[src/rtl/demux7_collector_if.sv]
// Bit-collector bus: tagged-bit input side plus the assembled-word output side.
interface demux7_collector_if #(
    parameter int unsigned NSLOTS = 7,
    parameter int unsigned SEL_W  = 3
);
    logic              bit_in;
    logic [SEL_W-1:0]  select_bus;
    logic              bit_valid;
    logic              bit_ready;
    logic [NSLOTS-1:0] data_bus;
    logic              data_valid;
    logic              data_ready;
    logic [NSLOTS-1:0] filled_mask;
    logic [SEL_W-1:0]  fill_count;
    logic              sel_error;
    logic              dup_error;

    // Producer/consumer side (drives bits in, accepts the word)
    modport master (
        output bit_in, select_bus, bit_valid, data_ready,
        input  bit_ready, data_bus, data_valid, filled_mask, fill_count, sel_error, dup_error
    );

    // Collector side
    modport slave (
        input  bit_in, select_bus, bit_valid, data_ready,
        output bit_ready, data_bus, data_valid, filled_mask, fill_count, sel_error, dup_error
    );
endinterface

[src/rtl/demux7_collector.sv]
// Collects slot-tagged bits into a 7-bit word and hands the word off on a
// valid/ready handshake once every slot has been written since the last drain.
module demux7_collector #(
    parameter int unsigned NSLOTS = 7,
    parameter int unsigned SEL_W  = 3
) (
    input logic                clock,
    input logic                resetn,
    demux7_collector_if.slave  bus_io
);

    typedef enum logic [1:0] {
        StInit    = 2'd0,
        StCollect = 2'd1,
        StHold    = 2'd2
    } state_e;

    state_e            state_q;
    logic              bit_ready_q;
    logic [NSLOTS-1:0] data_q;
    logic              data_valid_q;
    logic [NSLOTS-1:0] filled_q;
    logic [SEL_W-1:0]  count_q;
    logic              sel_error_q;
    logic              dup_error_q;

    logic [NSLOTS-1:0] slot_oh;
    logic              sel_ok;
    logic              is_dup;
    logic              completes;

    // Decode the slot index exhaustively; code 7 (and any unknown) selects nothing.
    always_comb begin
        slot_oh = '0;
        sel_ok  = 1'b0;
        case (bus_io.select_bus)
            3'd0, 3'd1, 3'd2, 3'd3, 3'd4, 3'd5, 3'd6: begin
                sel_ok  = 1'b1;
                slot_oh = {{(NSLOTS-1){1'b0}}, 1'b1} << bus_io.select_bus;
            end
            default: begin
                sel_ok  = 1'b0;
                slot_oh = '0;
            end
        endcase
        is_dup    = |(filled_q & slot_oh);
        completes = &(filled_q | slot_oh);
    end

    // Control FSM with all outputs registered alongside the state.
    always_ff @(posedge clock or negedge resetn) begin
        if (!resetn) begin
            state_q      <= StInit;
            bit_ready_q  <= 1'b0;
            data_q       <= '0;
            data_valid_q <= 1'b0;
            filled_q     <= '0;
            count_q      <= '0;
            sel_error_q  <= 1'b0;
            dup_error_q  <= 1'b0;
        end else begin
            sel_error_q <= 1'b0;
            dup_error_q <= 1'b0;
            case (state_q)
                StInit: begin
                    state_q     <= StCollect;
                    bit_ready_q <= 1'b1;
                end
                StCollect: begin
                    if (bus_io.bit_valid && bit_ready_q) begin
                        if (!sel_ok) begin
                            sel_error_q <= 1'b1;
                        end else begin
                            data_q   <= (data_q & ~slot_oh) | (bus_io.bit_in ? slot_oh : '0);
                            filled_q <= filled_q | slot_oh;
                            if (is_dup) begin
                                dup_error_q <= 1'b1;
                            end else begin
                                count_q <= count_q + 3'd1;
                                // Last distinct slot: present the word on the next cycle
                                if (completes) begin
                                    state_q      <= StHold;
                                    data_valid_q <= 1'b1;
                                    bit_ready_q  <= 1'b0;
                                end
                            end
                        end
                    end
                end
                StHold: begin
                    // Drain costs one cycle; no bit can be taken on this edge
                    if (bus_io.data_ready) begin
                        state_q      <= StCollect;
                        data_valid_q <= 1'b0;
                        bit_ready_q  <= 1'b1;
                        data_q       <= '0;
                        filled_q     <= '0;
                        count_q      <= '0;
                    end
                end
                default: begin
                    state_q      <= StInit;
                    bit_ready_q  <= 1'b0;
                    data_q       <= '0;
                    data_valid_q <= 1'b0;
                    filled_q     <= '0;
                    count_q      <= '0;
                end
            endcase
        end
    end

    assign bus_io.bit_ready   = bit_ready_q;
    assign bus_io.data_bus    = data_q;
    assign bus_io.data_valid  = data_valid_q;
    assign bus_io.filled_mask = filled_q;
    assign bus_io.fill_count  = count_q;
    assign bus_io.sel_error   = sel_error_q;
    assign bus_io.dup_error   = dup_error_q;

endmodule
[src/flat_wrapper.sv]
// flat-port wrapper written by rule: the top's interface ports become plain ports
module demux7_collector_flat 
#(
    parameter int unsigned NSLOTS = 7,
    parameter int unsigned SEL_W  = 3
)
  (clock, resetn, bus_io_bit_in, bus_io_select_bus, bus_io_bit_valid, bus_io_data_ready, bus_io_bit_ready, bus_io_data_bus, bus_io_data_valid, bus_io_filled_mask, bus_io_fill_count, bus_io_sel_error, bus_io_dup_error);
  demux7_collector_if #(.NSLOTS(NSLOTS), .SEL_W(SEL_W)) bus_io_i ();
  input logic clock;
  input logic resetn;
  input wire logic [$bits(bus_io_i.bit_in)-1:0] bus_io_bit_in;
  input wire logic [$bits(bus_io_i.select_bus)-1:0] bus_io_select_bus;
  input wire logic [$bits(bus_io_i.bit_valid)-1:0] bus_io_bit_valid;
  input wire logic [$bits(bus_io_i.data_ready)-1:0] bus_io_data_ready;
  output wire logic [$bits(bus_io_i.bit_ready)-1:0] bus_io_bit_ready;
  output wire logic [$bits(bus_io_i.data_bus)-1:0] bus_io_data_bus;
  output wire logic [$bits(bus_io_i.data_valid)-1:0] bus_io_data_valid;
  output wire logic [$bits(bus_io_i.filled_mask)-1:0] bus_io_filled_mask;
  output wire logic [$bits(bus_io_i.fill_count)-1:0] bus_io_fill_count;
  output wire logic [$bits(bus_io_i.sel_error)-1:0] bus_io_sel_error;
  output wire logic [$bits(bus_io_i.dup_error)-1:0] bus_io_dup_error;
  assign bus_io_i.bit_in = bus_io_bit_in;
  assign bus_io_i.select_bus = bus_io_select_bus;
  assign bus_io_i.bit_valid = bus_io_bit_valid;
  assign bus_io_i.data_ready = bus_io_data_ready;
  assign bus_io_bit_ready = bus_io_i.bit_ready;
  assign bus_io_data_bus = bus_io_i.data_bus;
  assign bus_io_data_valid = bus_io_i.data_valid;
  assign bus_io_filled_mask = bus_io_i.filled_mask;
  assign bus_io_fill_count = bus_io_i.fill_count;
  assign bus_io_sel_error = bus_io_i.sel_error;
  assign bus_io_dup_error = bus_io_i.dup_error;
  demux7_collector #(.NSLOTS(NSLOTS), .SEL_W(SEL_W)) u_core (.clock(clock), .resetn(resetn), .bus_io(bus_io_i));
endmodule
[config.mk]
export PLATFORM = sky130hd
export DESIGN_NAME = demux7_collector_flat
export DESIGN_NICKNAME = d
export VERILOG_FILES = /design/src/rtl/demux7_collector_if.sv /design/src/rtl/demux7_collector.sv /design/src/flat_wrapper.sv
export SDC_FILE = /design/constraint.sdc
export NUM_CORES = 1
export LEC_CHECK = 0
export CELL_PAD_IN_SITES_DETAIL_PLACEMENT = 1
export CELL_PAD_IN_SITES_GLOBAL_PLACEMENT = 1
export CORE_ASPECT_RATIO = 0.8
export CORE_MARGIN = 2
export CORE_UTILIZATION = 39
export DETAILED_ROUTE_END_ITERATION = 8
export PLACE_DENSITY_LB_ADDON = 0.05
export REMOVE_ABC_BUFFERS = 1
export SKIP_CTS_REPAIR_TIMING = 1
export SLEW_MARGIN = 0
export SYNTH_ARGS = -nofsm -noshare
export SYNTH_HDL_FRONTEND = slang
export SYNTH_SLANG_ARGS = --single-unit
[constraint.sdc]
create_clock -name clock -period 2.7 [get_ports clock]
set_clock_uncertainty 0.05 [all_clocks]
set_input_delay 0.405 -clock clock [delete_from_list [all_inputs] [get_ports clock]]
set_output_delay 0.405 -clock clock [all_outputs]
set_load 0.1 [all_outputs]
==> flow_metrics.py, run 1 <==
metrics = {
    "finish": {
        "num_antenna_cells": 0,
        "area_delta_synth_final_pct": 26.84,
        "layout.cells.non_filler": 193,
        "drive_above_1_share_pct": 22.58,
        "design.final.nets": 165,
    },
    "route": {
        "via_per_inst": 5.446,
        "drtIter0Drc": 30,
        "final_antenna_net_count": 0,
        "first_pass_iters": 4,
        "route.detailed.drc": 0,
        "wl_per_cell_um": 15.68,
        "route.final.wire_length_um": 3026,
        "vias": 1051,
    },
    "clocking": {
        "cts_tree": "built",
        "tritoncts_buffers": 3,
        "ctsLongestPathBuffers": 2,
        "clk_transition_reported_paths_ns": 0.08,
        "cts-root-buf": "sky130_fd_sc_hd__clkbuf_8",
        "worstSkewPairLatency_ns": 0.27,
        "cts_num_sinks": 23,
        "htreeDepth": 1,
    },
    "sta": {
        "postLayoutSetupSlackWorst_ns": 0.5747,
        "post-route-period-util_pct": 78.71,
        "setup-violations-final": 0,
        "worst_pin_slew_ns": 0.4976,
        "hold_viol_final": 0,
        "rsz0062_at_grt": "false",
        "timing.final.crit_period_ns": 2.125,
        "timing.final.max_slew_violations": 0,
        "timing.fmax_mhz": 470.5,
        "fin_tns_setup_ns": 0,
        "hold_slack_ns": 0.4355,
        "timing.slew.headroom_pct": 66.72,
    },
    "placement": {
        "detailedPlace.worstSlack_ns": 0.3026,
        "detailedPlacementHpwl_um": 2230,
        "port_buf_inserts": 28,
        "placed_cells_incl_taps": 189,
        "gp_routability_congestion": 0.7759,
    },
    "die": {
        "die_h_um": 53.38,
        "number_of_i_o_pins": 29,
        "fp-row-count": 17,
        "floorplan.initialDensity_pct": 42.02,
        "total_die_area_um2": 3508,
        "coreArea_um2": 2829,
        "floorplan.die.width_um": 65.73,
    },
    "worst_setup_path": {
        "critical_path_arrival_ns": 2.23,
        "critical_path_required_ns": 2.80,
        "timing.rr.start": "u_core.state_q[0]$_DFFE_PN0P_",
        "critPathCaptureType": "flip-flop",
        "crit_path_start_kind": "input pin",
        "slack_of_the_worst_reg_to_reg_path_ns": 0.99,
        "critical_path_class": "in -> reg",
        "ff2ff_path_depth": 5,
        "critical_path.reg2reg.endpoint": "u_core.bus_io.data_bus[0]$_DFFE_PN0P_",
        "critical_path_peak_fanout": 12,
    },
    "yosys": {
        "syn_area_um2": 1189,
        "post-synth-top-count-cell": "sky130_fd_sc_hd__nor2_1",
        "synth_seq_area_share_pct": 48.42,
        "synthTopCellsByCount": "sky130_fd_sc_hd__nor2_1, sky130_fd_sc_hd__dfrtp_1, sky130_fd_sc_hd__nand2_1, sky130_fd_sc_hd__o21ai_0, sky130_fd_sc_hd__a21oi_1",
        "main_area_contributors_after_synthesis": "sky130_fd_sc_hd__dfrtp_1, sky130_fd_sc_hd__nor2_1, sky130_fd_sc_hd__o21ai_0",
        "async_flop_share_pct": 100.0,
        "synthDominantCellAreaShare_pct": 48.42,
        "yosys_cell_types": 37,
        "synth.largest_area_cell": "sky130_fd_sc_hd__dfrtp_1",
        "yosysWarningCount": 0,
        "postSynth.topFlopCell": "sky130_fd_sc_hd__dfrtp_1",
        "synth-seq-cells": 23,
        "synth_instances": 124,
        "postSynthAreaPerCell_um2": 9.586,
        "synth_enable_flop_cells": 0,
    },
    "global_routing": {
        "largest_net_degree_at_the_start_of_global_routing": 24,
        "total_congestion_overflow_after_global_routing": 0,
        "grt_pass1_wl_um": 5119,
        "grt_total_usage_pct": 20.19,
        "first_global_vias": 1048,
        "antenna_found_initial": 0,
    },
    "power": {
        "totalPowerFinal_mw": 0.5971,
        "irDropWorstVdd_v": 0.0003267,
        "p_leak_nw": 0.7071,
        "power.density_nw_per_um2": 396.0,
    },
    "status": {
        "outcome": "finished, final reports clean",
    },
    "hold_path": {
        "hold_class": "in -> async",
    },
    "flow_run": {
        "cap_viol_max_count": 0,
    },
}
worst max-delay path by stage:
stage                                                        start  slack, ns                       endpoint
after CTS                                     bus_io_select_bus[0]       0.58  u_core.state_q[1]$_DFFE_PN0P_
after detailed placement                      bus_io_select_bus[2]       0.30  u_core.state_q[1]$_DFFE_PN0P_
after floorplan           u_core.bus_io.filled_mask[2]$_DFFE_PN0P_       0.53  u_core.state_q[1]$_DFFE_PN0P_
after global placement                        bus_io_select_bus[2]       0.33  u_core.state_q[1]$_DFFE_PN0P_
after global routing                          bus_io_select_bus[0]       0.42  u_core.state_q[0]$_DFFE_PN0P_
final                                         bus_io_select_bus[0]       0.57  u_core.state_q[1]$_DFFE_PN0P_
per-stage QoR:
step | area (um2) | util, %
after floorplan | 1156 | -
after global placement | 1461 | 51.66
after detailed placement | 1461 | 51.66
after CTS | 1508 | 53.30
after global routing | 1508 | 53.30
final | 1508 | 53.30
per-layer routing:
layer  share of wire (%)  vias to the layer above  global-route usage, %
met5                   0                        -                      0
li1                    -                      498                      -
met2                  49                       23                  35.02
met3                 4.3                        4                  4.681
met4                 1.2                        0                  6.597
met1                  46                      526                  24.90
power breakdown:
part           switching (mW)  leakage [nW]  internal (mW)  total, mW
Sequential                  0         0.316          0.344      0.344
Combinational          0.0215         0.365         0.0133     0.0349
Clock                   0.115        0.0255          0.103      0.218
Total                   0.136         0.707          0.461      0.597
worst max-delay path, cell delays in order:
cell and delay [ns]:
sky130_fd_sc_hd__clkdlybuf4s50_1 0.78, sky130_fd_sc_hd__mux2i_1 0.28, sky130_fd_sc_hd__o31ai_1 0.11, sky130_fd_sc_hd__a21oi_1 0.26, sky130_fd_sc_hd__nor3b_4 0.09, sky130_fd_sc_hd__mux2_1 0.29
cells by family (layout without fill, tap and decap cells):
group / Yosys count / count (layout) / share of synthesized area (%)
AO/OA/AOI/OAI: 30 / 30 / 16.32
adder cells (fa/ha/maj): 1 / 1 / 1.052
buffers and inverters: 6 / 37 / 3.052
flip-flops: 23 / 23 / 48.42
multiplexers: 7 / 7 / 6.526
AND/OR/NAND/NOR: 57 / 57 / 24.63
cell type report:
cell class              instances  area [um2]
fillers                       322        1321
inverters                       1       3.754
clock buffers                   3       41.29
clock inverters                 1       5.005
multi-input cells              95       576.8
flip-flops and latches         23       575.6
repair buffers                 32       257.7
well taps                      38       47.55
registers in the layout, summed over array words and instances (netlist names):
register and flops:
u_core.bus_io.bit_ready 1, u_core.bus_io.data_bus 7, u_core.bus_io.data_valid 1, u_core.bus_io.dup_error 1, u_core.bus_io.fill_count 3, u_core.bus_io.filled_mask 7
u_core.bus_io.sel_error 1, u_core.state_q 2
cell usage in the layout (no fill, tap or decap):
master                            instances
sky130_fd_sc_hd__a22o_1                   1
sky130_fd_sc_hd__nor4bb_1                 1
sky130_fd_sc_hd__mux2_2                   1
sky130_fd_sc_hd__nand4_1                  1
sky130_fd_sc_hd__a311oi_1                 1
sky130_fd_sc_hd__nor2b_1                  1
sky130_fd_sc_hd__a21o_1                   1
sky130_fd_sc_hd__a21oi_2                  1
sky130_fd_sc_hd__and3_1                   1
sky130_fd_sc_hd__mux2i_1                  4
sky130_fd_sc_hd__inv_1                    1
sky130_fd_sc_hd__a31oi_1                  1
sky130_fd_sc_hd__nor3b_1                  3
sky130_fd_sc_hd__nor4_1                   1
sky130_fd_sc_hd__ha_1                     1
sky130_fd_sc_hd__mux2_4                   1
sky130_fd_sc_hd__o21a_1                   1
sky130_fd_sc_hd__dfrtp_1                 23
sky130_fd_sc_hd__clkdlybuf4s50_1          7
sky130_fd_sc_hd__mux2_1                   1
sky130_fd_sc_hd__nor2_1                  25
sky130_fd_sc_hd__o2bb2ai_1                1
sky130_fd_sc_hd__a21oi_1                  6
sky130_fd_sc_hd__o31ai_1                  2
sky130_fd_sc_hd__clkbuf_8                 3
sky130_fd_sc_hd__nor3b_4                  1
sky130_fd_sc_hd__nand2_1                 12
sky130_fd_sc_hd__o21ai_0                 12
sky130_fd_sc_hd__nand2b_1                 3
sky130_fd_sc_hd__nor4b_4                  1
sky130_fd_sc_hd__nand3_1                  4
sky130_fd_sc_hd__o22a_1                   1
sky130_fd_sc_hd__nor3_1                   3
sky130_fd_sc_hd__o22ai_1                  1
sky130_fd_sc_hd__clkinv_2                 1
sky130_fd_sc_hd__o211a_4                  1
sky130_fd_sc_hd__buf_4                   25
Power figures use the tool's default switching activity.
==> run 2: changes to the inputs <==
- CORE_UTILIZATION: 39 -> 33
- clock period: 2.7 -> 1.8 ns (I/O delays scaled with it)
==> run 2 against run 1 <==
  * Global-route usage is 0.69 points lower
  * Critical path depth is 1 higher
  * Hold slack worse by 0.14 ns
  * Sequential share of layout area is 9.5 points lower
  * Worst setup slack worse by 0.45 ns
  * Sequential cell count stayed put
  * Largest cell class is now buffers
  * Highest routed layer unchanged
==> flow_metrics.py, run 2 (synthesis gave the netlist of run 1 again) <==
metrics = {
    "status": {
        "outcome": "finished, final reports clean",
    },
    "route": {
        "via_per_inst": 5.152,
        "wl_per_cell_um": 16.44,
        "drtIter0Drc": 53,
        "vias": 1149,
        "first_pass_iters": 4,
        "route.final.wire_length_um": 3667,
        "route.detailed.drc": 0,
        "final_antenna_net_count": 0,
    },
    "clocking": {
        "tritoncts_buffers": 3,
        "cts-root-buf": "sky130_fd_sc_hd__clkbuf_8",
        "ctsLongestPathBuffers": 2,
        "worstSkewPairLatency_ns": 0.27,
        "clk_transition_reported_paths_ns": 0.09,
        "cts_num_sinks": 23,
        "htreeDepth": 1,
        "cts_tree": "built",
    },
    "die": {
        "die_h_um": 57.68,
        "fp-row-count": 19,
        "total_die_area_um2": 4101,
        "floorplan.initialDensity_pct": 34.48,
        "coreArea_um2": 3447,
        "floorplan.die.width_um": 71.10,
        "number_of_i_o_pins": 29,
    },
    "placement": {
        "placed_cells_incl_taps": 219,
        "gp_routability_congestion": 0.8011,
        "port_buf_inserts": 28,
        "detailedPlace.worstSlack_ns": -0.3213,
        "detailedPlacementHpwl_um": 2892,
    },
    "sta": {
        "timing.final.max_slew_violations": 0,
        "worst_pin_slew_ns": 0.4363,
        "timing.slew.headroom_pct": 70.86,
        "fin_tns_setup_ns": 0,
        "postLayoutSetupSlackWorst_ns": 0.1275,
        "post-route-period-util_pct": 92.92,
        "hold_slack_ns": 0.2999,
        "setup-violations-final": 0,
        "rsz0062_at_grt": "false",
        "timing.fmax_mhz": 597.9,
        "timing.final.crit_period_ns": 1.673,
        "hold_viol_final": 0,
    },
    "worst_setup_path": {
        "critical_path_required_ns": 1.95,
        "ff2ff_path_depth": 5,
        "critPathCaptureType": "flip-flop",
        "slack_of_the_worst_reg_to_reg_path_ns": 0.14,
        "crit_path_start_kind": "input pin",
        "timing.rr.start": "u_core.bus_io.filled_mask[6]$_DFFE_PN0P_",
        "cp_num_buf_inv": 2,
        "critical_path_class": "in -> reg",
        "critical_path_peak_fanout": 5,
        "timing.critical_path.slowest_stage_cell": "sky130_fd_sc_hd__clkdlybuf4s50_1",
        "critical_path.reg2reg.endpoint": "u_core.bus_io.fill_count[0]$_DFFE_PN0P_",
        "critical_path_arrival_ns": 1.82,
        "critPathMaxStageDelay_ns": 0.49,
        "timing.critical_path.cells": "clkdlybuf4s50_1, nand3_1, a21o_1, buf_4, nor2_1, nand2_1, a21oi_1",
        "crit_family": "buffers and inverters",
    },
    "finish": {
        "layout.cells.non_filler": 223,
        "multi_input_area_um2": 604.3,
        "final_cell_mix": "sky130_fd_sc_hd__buf_4, sky130_fd_sc_hd__nor2_1, sky130_fd_sc_hd__dfrtp_1, sky130_fd_sc_hd__buf_12, sky130_fd_sc_hd__nand2_1",
        "design.final.nets": 191,
        "fill_cells": 382,
        "drive_above_1_share_pct": 35.36,
        "area_delta_synth_final_pct": 69.05,
        "num_antenna_cells": 0,
        "regArea_um2": 575.6,
        "mostFrequentLayoutCell": "sky130_fd_sc_hd__buf_4",
    },
    "power": {
        "irDropWorstVdd_v": 0.0003947,
        "power.density_nw_per_um2": 459.6,
        "totalPowerFinal_mw": 0.9235,
        "p_leak_nw": 0.9313,
    },
    "global_routing": {
        "grt_pass1_wl_um": 6182,
        "largest_net_degree_at_the_start_of_global_routing": 24,
        "total_congestion_overflow_after_global_routing": 0,
        "first_global_vias": 1309,
        "grt_total_usage_pct": 19.51,
        "antenna_found_initial": 0,
    },
    "flow_run": {
        "cap_viol_max_count": 0,
    },
    "hold_path": {
        "hold_class": "in -> async",
    },
}
## run 2: changes by cell type in the layout (fill, tap and decap cells not counted), sizes merged
| cell | previous run | this run |
|---|---|---|
| buf | 25 | 51 |
| clkdlybuf4s50 | 7 | 4 |
| dlymetal6s2s | 0 | 3 |
## run 2: metal layers
metal | wire length (um) | up-vias | track usage [%]
met5 | 0 | - | 0
met4 | 37 | 0 | 3.774
met3 | 145 | 4 | 4.696
met2 | 1946 | 24 | 35.65
met1 | 1537 | 567 | 23.78
li1 | - | 554 | -
## run 2: layout make-up
type / instances / share of cell area, %
Multi-Input combinational cell: 95 / 30.07
Clock buffer: 3 / 2.055
Sequential cell: 23 / 28.64
Inverter: 1 / 0.1868
Timing Repair Buffer: 58 / 36.18
Clock inverter: 1 / 0.2491
Tap cell: 42 / 2.615
## run 2: where the power goes
| part | leakage (nW) | internal [mW] | total [mW] | switching [mW] |
|---|---|---|---|---|
| sequential | 0.316 | 0.516 | 0.516 | 0 |
| clock | 0.0255 | 0.155 | 0.327 | 0.172 |
| combinational | 0.590 | 0.0393 | 0.0803 | 0.0410 |
| total | 0.931 | 0.710 | 0.924 | 0.213 |
## run 2: stage by stage
step                      area (um2)  utilization [%]
final                           2009            58.29
after global routing            2009            58.29
after CTS                       1971            57.17
after detailed placement        1924            55.83
after global placement          1924            55.83
after floorplan                 1156                -
## run 2: worst reg2reg max path: stages, from the launching register on
cell and delay [ns]:
sky130_fd_sc_hd__dfrtp_1 0.45, sky130_fd_sc_hd__mux2_4 0.29, sky130_fd_sc_hd__a21oi_2 0.15, sky130_fd_sc_hd__o211a_4 0.21, sky130_fd_sc_hd__o22ai_1 0.11, sky130_fd_sc_hd__mux2_2 0.30
## run 2: worst max path at each step
| stage | startpoint | cells after the start | slack, ns | to |
|---|---|---|---|---|
| final | bus_io_bit_valid | 7 | 0.13 | u_core.bus_io.data_bus[4]$_DFFE_PN0P_ |
| after global routing | u_core.state_q[0]$_DFFE_PN0P_ | 6 | 0.02 | u_core.bus_io.data_bus[4]$_DFFE_PN0P_ |
| after CTS | bus_io_select_bus[1] | 7 | -0.11 | u_core.state_q[1]$_DFFE_PN0P_ |
| after detailed placement | bus_io_select_bus[1] | 7 | -0.32 | u_core.state_q[1]$_DFFE_PN0P_ |
| after global placement | bus_io_select_bus[1] | 7 | -0.25 | u_core.state_q[1]$_DFFE_PN0P_ |
| after floorplan | u_core.bus_io.filled_mask[2]$_DFFE_PN0P_ | 5 | -0.37 | u_core.state_q[1]$_DFFE_PN0P_ |
==> run 3: changes to the inputs <==
- CTS_CLUSTER_DIAMETER: unset -> 200
==> results of run 3 <==
Final layout, timing and power as in run 2 (identical DEF).
